`src/rtl/servo_frame_scheduler.sv`:
```
// Four-channel servo pulse scheduler: one shared frame counter, four fixed slots,
// slew-limited positions ramping toward targets written over a valid/ready port.
//
// state  | meaning
// S_IDLE | frame counter parked at 0, outputs low, waiting for enable
// S_RUN  | frames generated back to back; enable sampled only at the wrap

module servo_frame_scheduler #(
    parameter int FRAME_CYCLES = 200000,
    parameter int SLOT_CYCLES  = 50000,
    parameter int MIN_PULSE    = 10000,
    parameter int STEP         = 40,
    parameter int SLEW         = 4,
    parameter int CENTER       = 128
) (
    input  logic       clk,
    input  logic       rst_n,
    input  logic       enable_i,
    input  logic       wr_valid_i,
    output logic       wr_ready_o,
    input  logic [1:0] wr_ch_i,
    input  logic [7:0] wr_pos_i,
    output logic [3:0] servo_out_o,
    output logic       frame_start_o,
    output logic       running_o
);

    localparam int              FC_W     = $clog2(FRAME_CYCLES);
    localparam logic [FC_W-1:0] FC_LAST  = FC_W'(FRAME_CYCLES - 1);
    localparam logic [7:0]      SLEW_B   = 8'(SLEW);
    localparam logic [7:0]      CENTER_B = 8'(CENTER);

    typedef enum logic {S_IDLE, S_RUN} state_t;

    state_t          state_q, state_d;
    logic [FC_W-1:0] fc_q, fc_d;
    logic [7:0]      cur_q [4];
    logic [7:0]      cur_d [4];
    logic [7:0]      tgt_q [4];
    logic [31:0]     width_q [4];
    logic [31:0]     width_d [4];
    logic [3:0]      servo_q, servo_d;
    logic            frame_start_q, frame_start_d;
    logic            running_q, running_d;
    logic            wr_ready_q, wr_ready_d;
    logic            last_cycle;
    logic [31:0]     fc_ext;

    function automatic logic [7:0] slew_next(input logic [7:0] cur, input logic [7:0] tgt);
        logic [7:0] diff;
        diff = 8'd0;
        if (cur < tgt) begin
            diff = tgt - cur;
            return cur + ((diff > SLEW_B) ? SLEW_B : diff);
        end else begin
            diff = cur - tgt;
            return cur - ((diff > SLEW_B) ? SLEW_B : diff);
        end
    endfunction

    always_comb begin
        state_d       = state_q;
        fc_d          = fc_q;
        frame_start_d = 1'b0;
        last_cycle    = (state_q == S_RUN) && (fc_q == FC_LAST);

        case (state_q)
            S_IDLE: begin
                fc_d = '0;
                if (enable_i) begin
                    state_d       = S_RUN;
                    frame_start_d = 1'b1;
                end
            end
            S_RUN: begin
                if (last_cycle) begin
                    fc_d = '0;
                    if (enable_i) begin
                        frame_start_d = 1'b1;
                    end else begin
                        state_d = S_IDLE;
                    end
                end else begin
                    fc_d = fc_q + FC_W'(1);
                end
            end
            default: begin
                state_d = S_IDLE;
                fc_d    = '0;
            end
        endcase

        running_d  = (state_d == S_RUN);
        wr_ready_d = !((state_d == S_RUN) && (fc_d == FC_LAST));
        fc_ext     = 32'(fc_d);

        // Outputs are computed from next-state values so the registered pulse
        // edges line up with the registered frame counter.
        for (int k = 0; k < 4; k++) begin
            cur_d[k]   = last_cycle ? slew_next(cur_q[k], tgt_q[k]) : cur_q[k];
            width_d[k] = frame_start_d ? (32'(MIN_PULSE) + 32'(cur_d[k]) * 32'(STEP))
                                       : width_q[k];
            servo_d[k] = running_d
                         && (fc_ext >= 32'(k * SLOT_CYCLES))
                         && (fc_ext <  32'(k * SLOT_CYCLES) + width_d[k]);
        end
    end

    always_ff @(posedge clk or negedge rst_n) begin
        if (!rst_n) begin
            state_q       <= S_IDLE;
            fc_q          <= '0;
            servo_q       <= '0;
            frame_start_q <= 1'b0;
            running_q     <= 1'b0;
            wr_ready_q    <= 1'b1;
            for (int k = 0; k < 4; k++) begin
                cur_q[k]   <= CENTER_B;
                tgt_q[k]   <= CENTER_B;
                width_q[k] <= '0;
            end
        end else begin
            state_q       <= state_d;
            fc_q          <= fc_d;
            servo_q       <= servo_d;
            frame_start_q <= frame_start_d;
            running_q     <= running_d;
            wr_ready_q    <= wr_ready_d;
            for (int k = 0; k < 4; k++) begin
                cur_q[k]   <= cur_d[k];
                width_q[k] <= width_d[k];
            end
            // wr_ready is low on the slew-update cycle, so a write never races the update.
            if (wr_valid_i && wr_ready_q) begin
                tgt_q[wr_ch_i] <= wr_pos_i;
            end
        end
    end

    assign servo_out_o   = servo_q;
    assign frame_start_o = frame_start_q;
    assign running_o     = running_q;
    assign wr_ready_o    = wr_ready_q;

endmodule

```
`config.mk`:
```
export PLATFORM = sky130hd
export DESIGN_NAME = servo_frame_scheduler
export DESIGN_NICKNAME = d
export VERILOG_FILES = /design/src/rtl/servo_frame_scheduler.sv
export SDC_FILE = /design/constraint.sdc
export NUM_CORES = 1
export LEC_CHECK = 0
export ABC_AREA = 1
export CORE_UTILIZATION = 57
export DETAILED_ROUTE_END_ITERATION = 10
export PLACE_DENSITY = 0.73
export SYNTH_ARGS = -nofsm -noshare
export SYNTH_HDL_FRONTEND = slang
export SYNTH_SLANG_ARGS = --single-unit
export TNS_END_PERCENT = 5
```
`constraint.sdc`:
```
create_clock -name clk -period 9.1 [get_ports clk]
set_clock_uncertainty 0.2 [all_clocks]
set_input_delay 1.82 -clock clk [delete_from_list [all_inputs] [get_ports clk]]
set_output_delay 1.82 -clock clk [all_outputs]
set_load 0.05 [all_outputs]
```
==> results.yml, run 1 <==
logic_synthesis:
  ys_top_cells_by_count: "nand2_1, inv_1, ha_1"
  ys_seq_elements: 217
  syn_nets: 2738
  ys_dominant_reg_cell: "dfrtp_1"
  synth_compound_area_frac: 0.110
  yosys.area_share.adder: 0.162
  synth_area_leaders: "dfrtp_1, ha_1, nand2_1"
  synth_cell_types: 71
  syn_inst: 2492
  synth_xor_area_frac: 0.0587
  yosysSeqAreaShare: 0.292
  synth_most_common_cell: "nand2_1"
  muxShareOfSynthArea: 0
  synth_edf_count: 0
  synth_top_area_cell: "dfrtp_1"
  yosysTopAreaCellShare: 0.279
  syn_area_mm2: 0.0186
  syn_area_per_cell_um2: 7.48
  synth_top_family_by_area: "simple AND/OR/NAND/NOR gates"
  synthArstFlopShare: 1.00
  synth-simple-area-share: 0.269
  ys_warn_count: 0
die:
  die_w_um: 183
  ios: 21
  die_h_um: 183
  fp-row-count: 65
  core_area_mm2: 0.0319
  die_area_mm2: 0.0334
  start_util: 0.584
worst_setup_path:
  cp_common_cell: "nand2_1"
  path_max_fanout: 5
  critPathKind: "reg -> reg"
  slowest_delay_ps: 430
  cp_data_arrival_time_ps: 8520
  crit_path_start_kind: "flop"
  cp-end-kind: "flop"
  crit_required_ps: 9320
  worst_path_max_delay_cell: "fa_1"
clock_network:
  cts-root-buf: "clkbuf_16"
  clock_sinks: 217
  ctsLongestPathBuffers: 3
  cts_buffers: 27
  cts_tree: "yes"
  clkTransAtPathRegs_ps: 60
  h-tree-depth: 1
  insertion_delay_ps: 540
sta:
  relSlewSlack: 0.243
  setup_viol: 0
  rsz0062_at_grt: "no"
  hold_violations: 0
  fmax_mhz: 120
  slew_violations: 0
  setup_tns_ps: 0
  holdWs_ps: 265
  worstMarginPinSlew_ps: 1130
  fin_crit_ps: 8310
  period_share: 0.913
detailed_routing:
  ant_nets: 0
  drtIter0Drc: 982
  drt-vias-per-instance: 5.33
  drtPass1Iterations: 5
  drt-total-wl_mm: 43.9
  route.detailed.wl_per_inst_um: 14.8
  vias: 15800
  drc: 0
flow_run:
  cap_violations: 0
global_route:
  grt_max_degree: 120
  track_usage: 0.272
  grt_overflow: 0
  antenna_found_initial: 0
  grt_pass1_wl_mm: 74.4
  grt_pass1_vias: 15700
power_and_ir_drop:
  leakage_nw: 10.9
  vdd_drop_max_uv: 145
  p_per_area_mw_per_mm2: 157
worst_hold_path:
  worstHoldPathType: "reg -> reg"
finish:
  area_delta_synth_final_pct: 7.49
  antennaDiodeCount: 0
  drive_above_1_share: 0.0828
  layout.nets: 2752
  fillers: 2898
place:
  gp_congestion: 0.903
  dpl.hpwl_mm: 33.9
  port_buffers: 20
outcome:
  status: "completed"
## layer usage
metal  routed length (um)  GRT usage  vias to the layer above
met4                  947     0.0717                        0
met2                21200      0.490                      299
met1                20100      0.347                     7371
met5                    0          0                        -
li1                     -          -                     8043
met3                 1620     0.0290                       72
## logic make-up (layout without fill, tap and decap cells)
family                   Yosys count  in the layout
AO/OA/AOI/OAI                    349            349
XOR/XNOR                         124            124
adder cells (fa/ha/maj)          232            232
buffers and inverters            491            524
flip-flops                       217            217
AND/OR/NAND/NOR                 1079           1079
## critical path: cells and delay by family, from the launching register on
kind	cells	cell delay, ps
flops	1	390
simple gates	26	2370
buf+inv	4	370
fa+ha+maj	7	2340
xor+xnor	3	520
compound gates	9	2020
## stage by stage
step	area (um^2)	power (W)	setup slack (ps)	util	std cells
after global routing	20000	0.00336	18.9	0.628	2960
after CTS	20000	0.00317	716	0.628	2960
after global placement	19100	0.00202	921	0.600	2912
after floorplan	18600	0.00182	1840	-	2492
final	20000	0.00315	795	0.628	2960
after detailed placement	19100	0.00205	780	0.600	2912
## flip-flops by register name, indices dropped and copies added, names as in the netlist
| name | count |
|---|---|
| fc_q | 18 |
| servo_out_o | 4 |
| wr_ready_o | 1 |
| width_q | 128 |
| cur_q | 32 |
| tgt_q | 32 |
| running_o | 1 |
| frame_start_o | 1 |
## what timing repair did
item,4_1_cts,5_1_grt
buffers inserted,0,0
endpoints found under the setup margin,0,1
hold buffers,0,0
resized for setup,0,3
## worst paths after layout
path,start,cells after the start,slack [ps],endpoint
max in group asynchronous,rst_n,2,6300,fc_q[17]$_DFF_PN0_
min reg2reg,width_q[112]$_DFF_PN0_,2,270,width_q[112]$_DFF_PN0_
max,cur_q[0]$_DFF_PN0_,49,790,servo_out_o[3]$_DFF_PN0_
min,width_q[112]$_DFF_PN0_,2,270,width_q[112]$_DFF_PN0_
max reg2reg,cur_q[0]$_DFF_PN0_,49,790,servo_out_o[3]$_DFF_PN0_
min in group asynchronous,rst_n,1,1190,width_q[91]$_DFF_PN0_
## report_power, final
group,switching (W),total (W),internal (W),leakage [nW]
clock,0.000422,0.00110,0.000681,0.442
sequential,0.0000400,0.00109,0.00105,2.72
combinational,0.000618,0.000964,0.000346,7.76
total,0.00108,0.00315,0.00207,10.9
## cell usage in the layout, fill, tap and decap left out, types with 11 or more instances in the layout
master,count
nand2_1,510
inv_1,436
ha_1,216
nor2_1,211
dfrtp_1,208
nand3_1,138
a21oi_1,124
o21ai_0,120
xor2_1,83
nand4_1,46
xnor2_1,40
nand2_2,38
nor3_1,28
clkbuf_16,27
clkdlybuf4s50_1,19
or2_2,16
nor4_1,16
fa_1,16
o21ai_1,14
nand3_2,14
nor2_2,12
nand3b_1,11
## cell type report
type	instances	area, um^2	area share
multi-input cells	1784	11200	0.558
flip-flops and latches	217	5440	0.272
inverters	448	1690	0.0843
clock buffers	36	739	0.0369
well taps	435	544	0.0272
repair buffers	28	265	0.0132
clock inverters	12	169	0.00843
(Power assumes the default switching activity.)
==> inputs of run 2 (changes only) <==
GPL_ROUTABILITY_DRIVEN = 0   (was not set)
==> run 2 against run 1 <==
Non-clock buffer count is 1 lower. Sequential share of layout area up 0.077 points. Sequential cell count did not move. Utilization decreased by 0.18 points. Cell count shrank 0.10%. Global-route usage shrank 0.65 points. Largest cell class unchanged. Critical endpoint unchanged. Clock power is 4% lower. Via count up 0.42%. Fmax increased by 1.0%. Final area decreased by 0.28%. Largest power group is now registers. Count of clock-buffer cells in the layout unchanged.
==> results.yml, run 2 (synthesis gave the netlist of run 1 again) <==
clock_network:
  h-tree-depth: 1
  cts_buffers: 25
  clkTransAtPathRegs_ps: 70
  insertion_delay_ps: 540
  cts_setup_buffers: 0
  hold_buffers: 0
  cts_tree: "yes"
  ctsLongestPathBuffers: 3
  clock_sinks: 217
  cts-root-buf: "clkbuf_16"
sta:
  fin_crit_ps: 8220
  relSlewSlack: 0.281
  setup_viol: 0
  worstMarginPinSlew_ps: 1070
  slew_violations: 0
  hold_violations: 0
  holdWs_ps: 267
  setup_tns_ps: 0
  rsz0062_at_grt: "no"
  period_share: 0.903
  fmax_mhz: 122
detailed_routing:
  vias: 15900
  topRoutingLayerUsed: "met4"
  met2_length_mm: 20.6
  drtIter0Drc: 968
  ant_nets: 0
  dr_wl_met3_mm: 1.63
  drc: 0
  route.detailed.wl_per_inst_um: 14.4
  drt-vias-per-instance: 5.36
  drt-total-wl_mm: 42.7
  drtPass1Iterations: 5
  wl_met1_mm: 19.3
worst_hold_path:
  worstHoldPathType: "reg -> reg"
worst_setup_path:
  path_max_fanout: 5
  crit_required_ps: 9330
  critPathCapture: "servo_out_o[3]$_DFF_PN0_"
  cp_data_arrival_time_ps: 8450
  reg2reg_slack_ps: 880
  crit_path_start_kind: "flop"
  r2r-end: "servo_out_o[3]$_DFF_PN0_"
  cp_common_cell: "nand2_1"
  worstRegToRegCells: 50
  cp-end-kind: "flop"
  critPathKind: "reg -> reg"
  crit_start: "cur_q[0]$_DFF_PN0_"
  worst_path_max_delay_cell: "fa_1"
  worstReg2RegStart: "cur_q[0]$_DFF_PN0_"
  slowest_delay_ps: 430
finish:
  regMostFlops: "width_q"
  antennaDiodeCount: 0
  reg_top3: "width_q (128), cur_q (32), tgt_q (32)"
  final_area_mm2: 0.0200
  area_delta_synth_final_pct: 7.19
  largest_register_ff_count: 128
  fillers: 2889
  stdcell_count: 2957
  multi_input_area_mm2: 0.0112
  final_common_cell: "nand2_1"
  final_cell_mix: "nand2_1, inv_1, ha_1"
  drive_above_1_share: 0.0813
  final-seq-area_mm2: 0.00544
  layout.nets: 2749
power_and_ir_drop:
  p_comb_frac: 0.307
  p_per_area_mw_per_mm2: 155
  power.internal_w: 0.00204
  vdd_drop_max_uv: 165
  power_frac_seq: 0.351
  sw_frac_of_total: 0.342
  p_switching_w: 0.00106
  leakage_nw: 10.9
  p_clk_frac: 0.342
place:
  dpl.hpwl_mm: 32.7
  dpl.cell_count: 2911
  port_buffers: 20
  post_dp_cell_area_mm2: 0.0191
die:
  die_w_um: 183
  core_area_mm2: 0.0319
  die_area_mm2: 0.0334
  start_util: 0.584
  fp-row-count: 65
  die_h_um: 183
  ios: 21
global_route:
  grt_max_degree: 100
  antenna_found_initial: 0
  grt_pass1_wl_mm: 73.3
  grt_pass1_vias: 15700
  track_usage: 0.266
  grt_overflow: 0
outcome:
  status: "completed"
flow_run:
  cap_violations: 0
[run 2: worst min-delay path by stage]
| stage | startpoint | endpoint | depth (start not counted) |
|---|---|---|---|
| finish | width_q[65]$_DFF_PN0_ | width_q[65]$_DFF_PN0_ | 2 |
| global route | width_q[1]$_DFF_PN0_ | width_q[1]$_DFF_PN0_ | 2 |
| CTS | width_q[113]$_DFF_PN0_ | width_q[113]$_DFF_PN0_ | 2 |
| detailed placement | width_q[1]$_DFF_PN0_ | width_q[1]$_DFF_PN0_ | 2 |
| global placement | width_q[1]$_DFF_PN0_ | width_q[1]$_DFF_PN0_ | 2 |
| floorplan | width_q[111]$_DFF_PN0_ | width_q[111]$_DFF_PN0_ | 2 |
[run 2: through the flow]
| stage | worst slack (ps) | util | total power [W] |
|---|---|---|---|
| detailed placement | 635 | 0.599 | 0.00204 |
| finish | 879 | 0.626 | 0.00309 |
| floorplan | 1840 | - | 0.00182 |
| global placement | 718 | 0.599 | 0.00201 |
| global route | 57.5 | 0.626 | 0.00330 |
| CTS | 570 | 0.626 | 0.00311 |
[run 2: final cells by class]
type,count,area share
multi-input combinational,1784,0.560
sequential,217,0.272
inverter,448,0.0846
clock buffer,36,0.0349
tap,435,0.0273
timing repair buffer,27,0.0129
clock inverter,10,0.00789
[run 2: worst max-delay path: cells and delay by family, from the launching register on]
family,cells,cell delay (ps)
fa+ha+maj,7,2200
buf+inv,3,300
flops,1,400
xor+xnor,4,700
simple gates,26,2340
compound gates,10,2000
[run 2: what timing repair did]
action                                 CTS  global route
endpoints found under the hold margin    0             0
resized for setup                        0             5
setup endpoints to repair                0             2
[run 2: power groups by stage]
stage	Sequential, W	Combinational (W)	Clock (W)
2_1_floorplan	0.00109	0.000729	0
3_3_place_gp	0.00110	0.000907	0
3_5_place_dp	0.00110	0.000936	0
4_1_cts	0.00109	0.000945	0.00108
5_1_grt	0.00109	0.00109	0.00112
6_report	0.00109	0.000948	0.00106
[run 2: routing by layer]
metal / vias to the layer above / GRT usage
met5: - / 0
met4: 0 / 0.0737
met3: 78 / 0.0296
met2: 288 / 0.472
met1: 7437 / 0.342
li1: 8049 / -
==> variant, RTL diff (config.mk and constraints of run 1) <==
Take the reset off `fc_q` and load it in a clocked block of its own.
--- a/src/rtl/servo_frame_scheduler.sv
+++ b/src/rtl/servo_frame_scheduler.sv
@@ -111,3 +111,2 @@
             state_q       <= S_IDLE;
-            fc_q          <= '0;
             servo_q       <= '0;
@@ -123,3 +122,2 @@
             state_q       <= state_d;
-            fc_q          <= fc_d;
             servo_q       <= servo_d;
@@ -139,2 +137,6 @@
 
+    always_ff @(posedge clk) begin
+        fc_q <= fc_d;
+    end
+
     assign servo_out_o   = servo_q;
Function: no difference found for any inputs over 10 cycles, from zero or initial values and one cycle with rst_n low; that may be too few to reach the edited logic, so the function may still have changed.
==> variant against run 1 <==
Sequential cell count unchanged; utilization down 0.17 points; power down 1.1%; routed wire length down 1.3%; critical path type unchanged; worst hold slack better by 4.0 ps; synthesized cell count unchanged; critical path depth up 1; count of clock-buffer cells in the layout down 2; setup slack better by 140 ps; area after synthesis down 0.48%; design area down 0.52%; largest cell class unchanged; sequential share of layout area down 0.31 points; largest power group is now registers; maximum frequency up 1.7%.
==> variant: results (changes against run 1) <==
Max rail drop VDD=176.8 uV (+22%); Synth top cells by count=nand2_1 (510), inv_1 (436), ha_1 (216); Synth cell types=72 (+1.4%); xor and xnor fraction of the mapped netlist area=5.898% (+0.029 points); Routed WL per cell=14.62 microns (-1.3%); Hold Path Depth=2 (unchanged); pre-CTS WS=595.9 ps (-184.3 ps); HPWL Detailed=33260 microns (-1.9%); HP Start=width_q[34]; fraction of layout cells with a size suffix above 1=8.396% (+0.12 points); sequential area share after synthesis=28.86% (-0.34 points); DRT iter0 DRCs=807 (-18%); crit path DAT=8420 ps (-100 ps); Compound-Gate Fraction of Synth Area=11.07% (+0.054 points); status=completed; Fin Hold WS=269.1 ps (+3.952 ps); Adder-Cell Fraction of Synth Area=16.30% (+0.079 points); clock network fraction of total power=34.3% (-0.7 points); P_int=2.036 mW (-1.7%); pin count of the biggest net entering global routing=100 (-17%); vias in the first global route=15651 (-0.24%); fin nets=2751 (-0.036%); Final GP Congestion=0.9263 (+2.6%); r2r setup slk=930 ps (+140 ps); Synth Area per Inst=7.440 sq um (-0.48%); area grow syn2layout=7.444% (about the same); slowest stage delay, CP=410 ps (-20 ps); r2r worst-path depth=50 (+2.0%); placed cell area=19030 sq um (-0.48%); first-pass GRT wire length=74390 microns (about the same); Async SR Flop Fraction=91.71% (-8.3 points); total track usage=27.12% (-0.10 points)
variant: changes by cell type in the layout (fill, tap and decap cells not counted), sizes merged:
cell      before  now
buf            9    8
bufinv         4    3
clkbuf        36   35
clkinvlp       2    5
dfrtp        208  190
dfxtp          0   18
variant: worst max path at each step:
stage	from	to	slack, ps	cells after the start
floorplan	cur_q[0]	servo_out_o[3]	1840	50
global placement	cur_q[0]	servo_out_o[3]	650	50
detailed placement	cur_q[0]	servo_out_o[3]	600	50
CTS	cur_q[0]	servo_out_o[3]	580	50
global route	cur_q[1]	servo_out_o[3]	30	52
finish	cur_q[0]	servo_out_o[3]	930	50
variant: layer usage:
metal	up-vias	GRT usage, %	part of all wire [%]
met5	-	0	0
li1	8039	-	-
met1	7265	35.40	46
met2	295	46.90	47
met4	0	9.513	3.5
met3	94	2.574	3.5
variant: layout make-up:
cell class,count,area share (%)
multi-input cells,1784,56.13
flip-flops and latches,217,26.86
inverters,448,8.479
clock buffers,34,3.618
well taps,435,2.732
repair buffers,28,1.325
clock inverters,14,0.8479
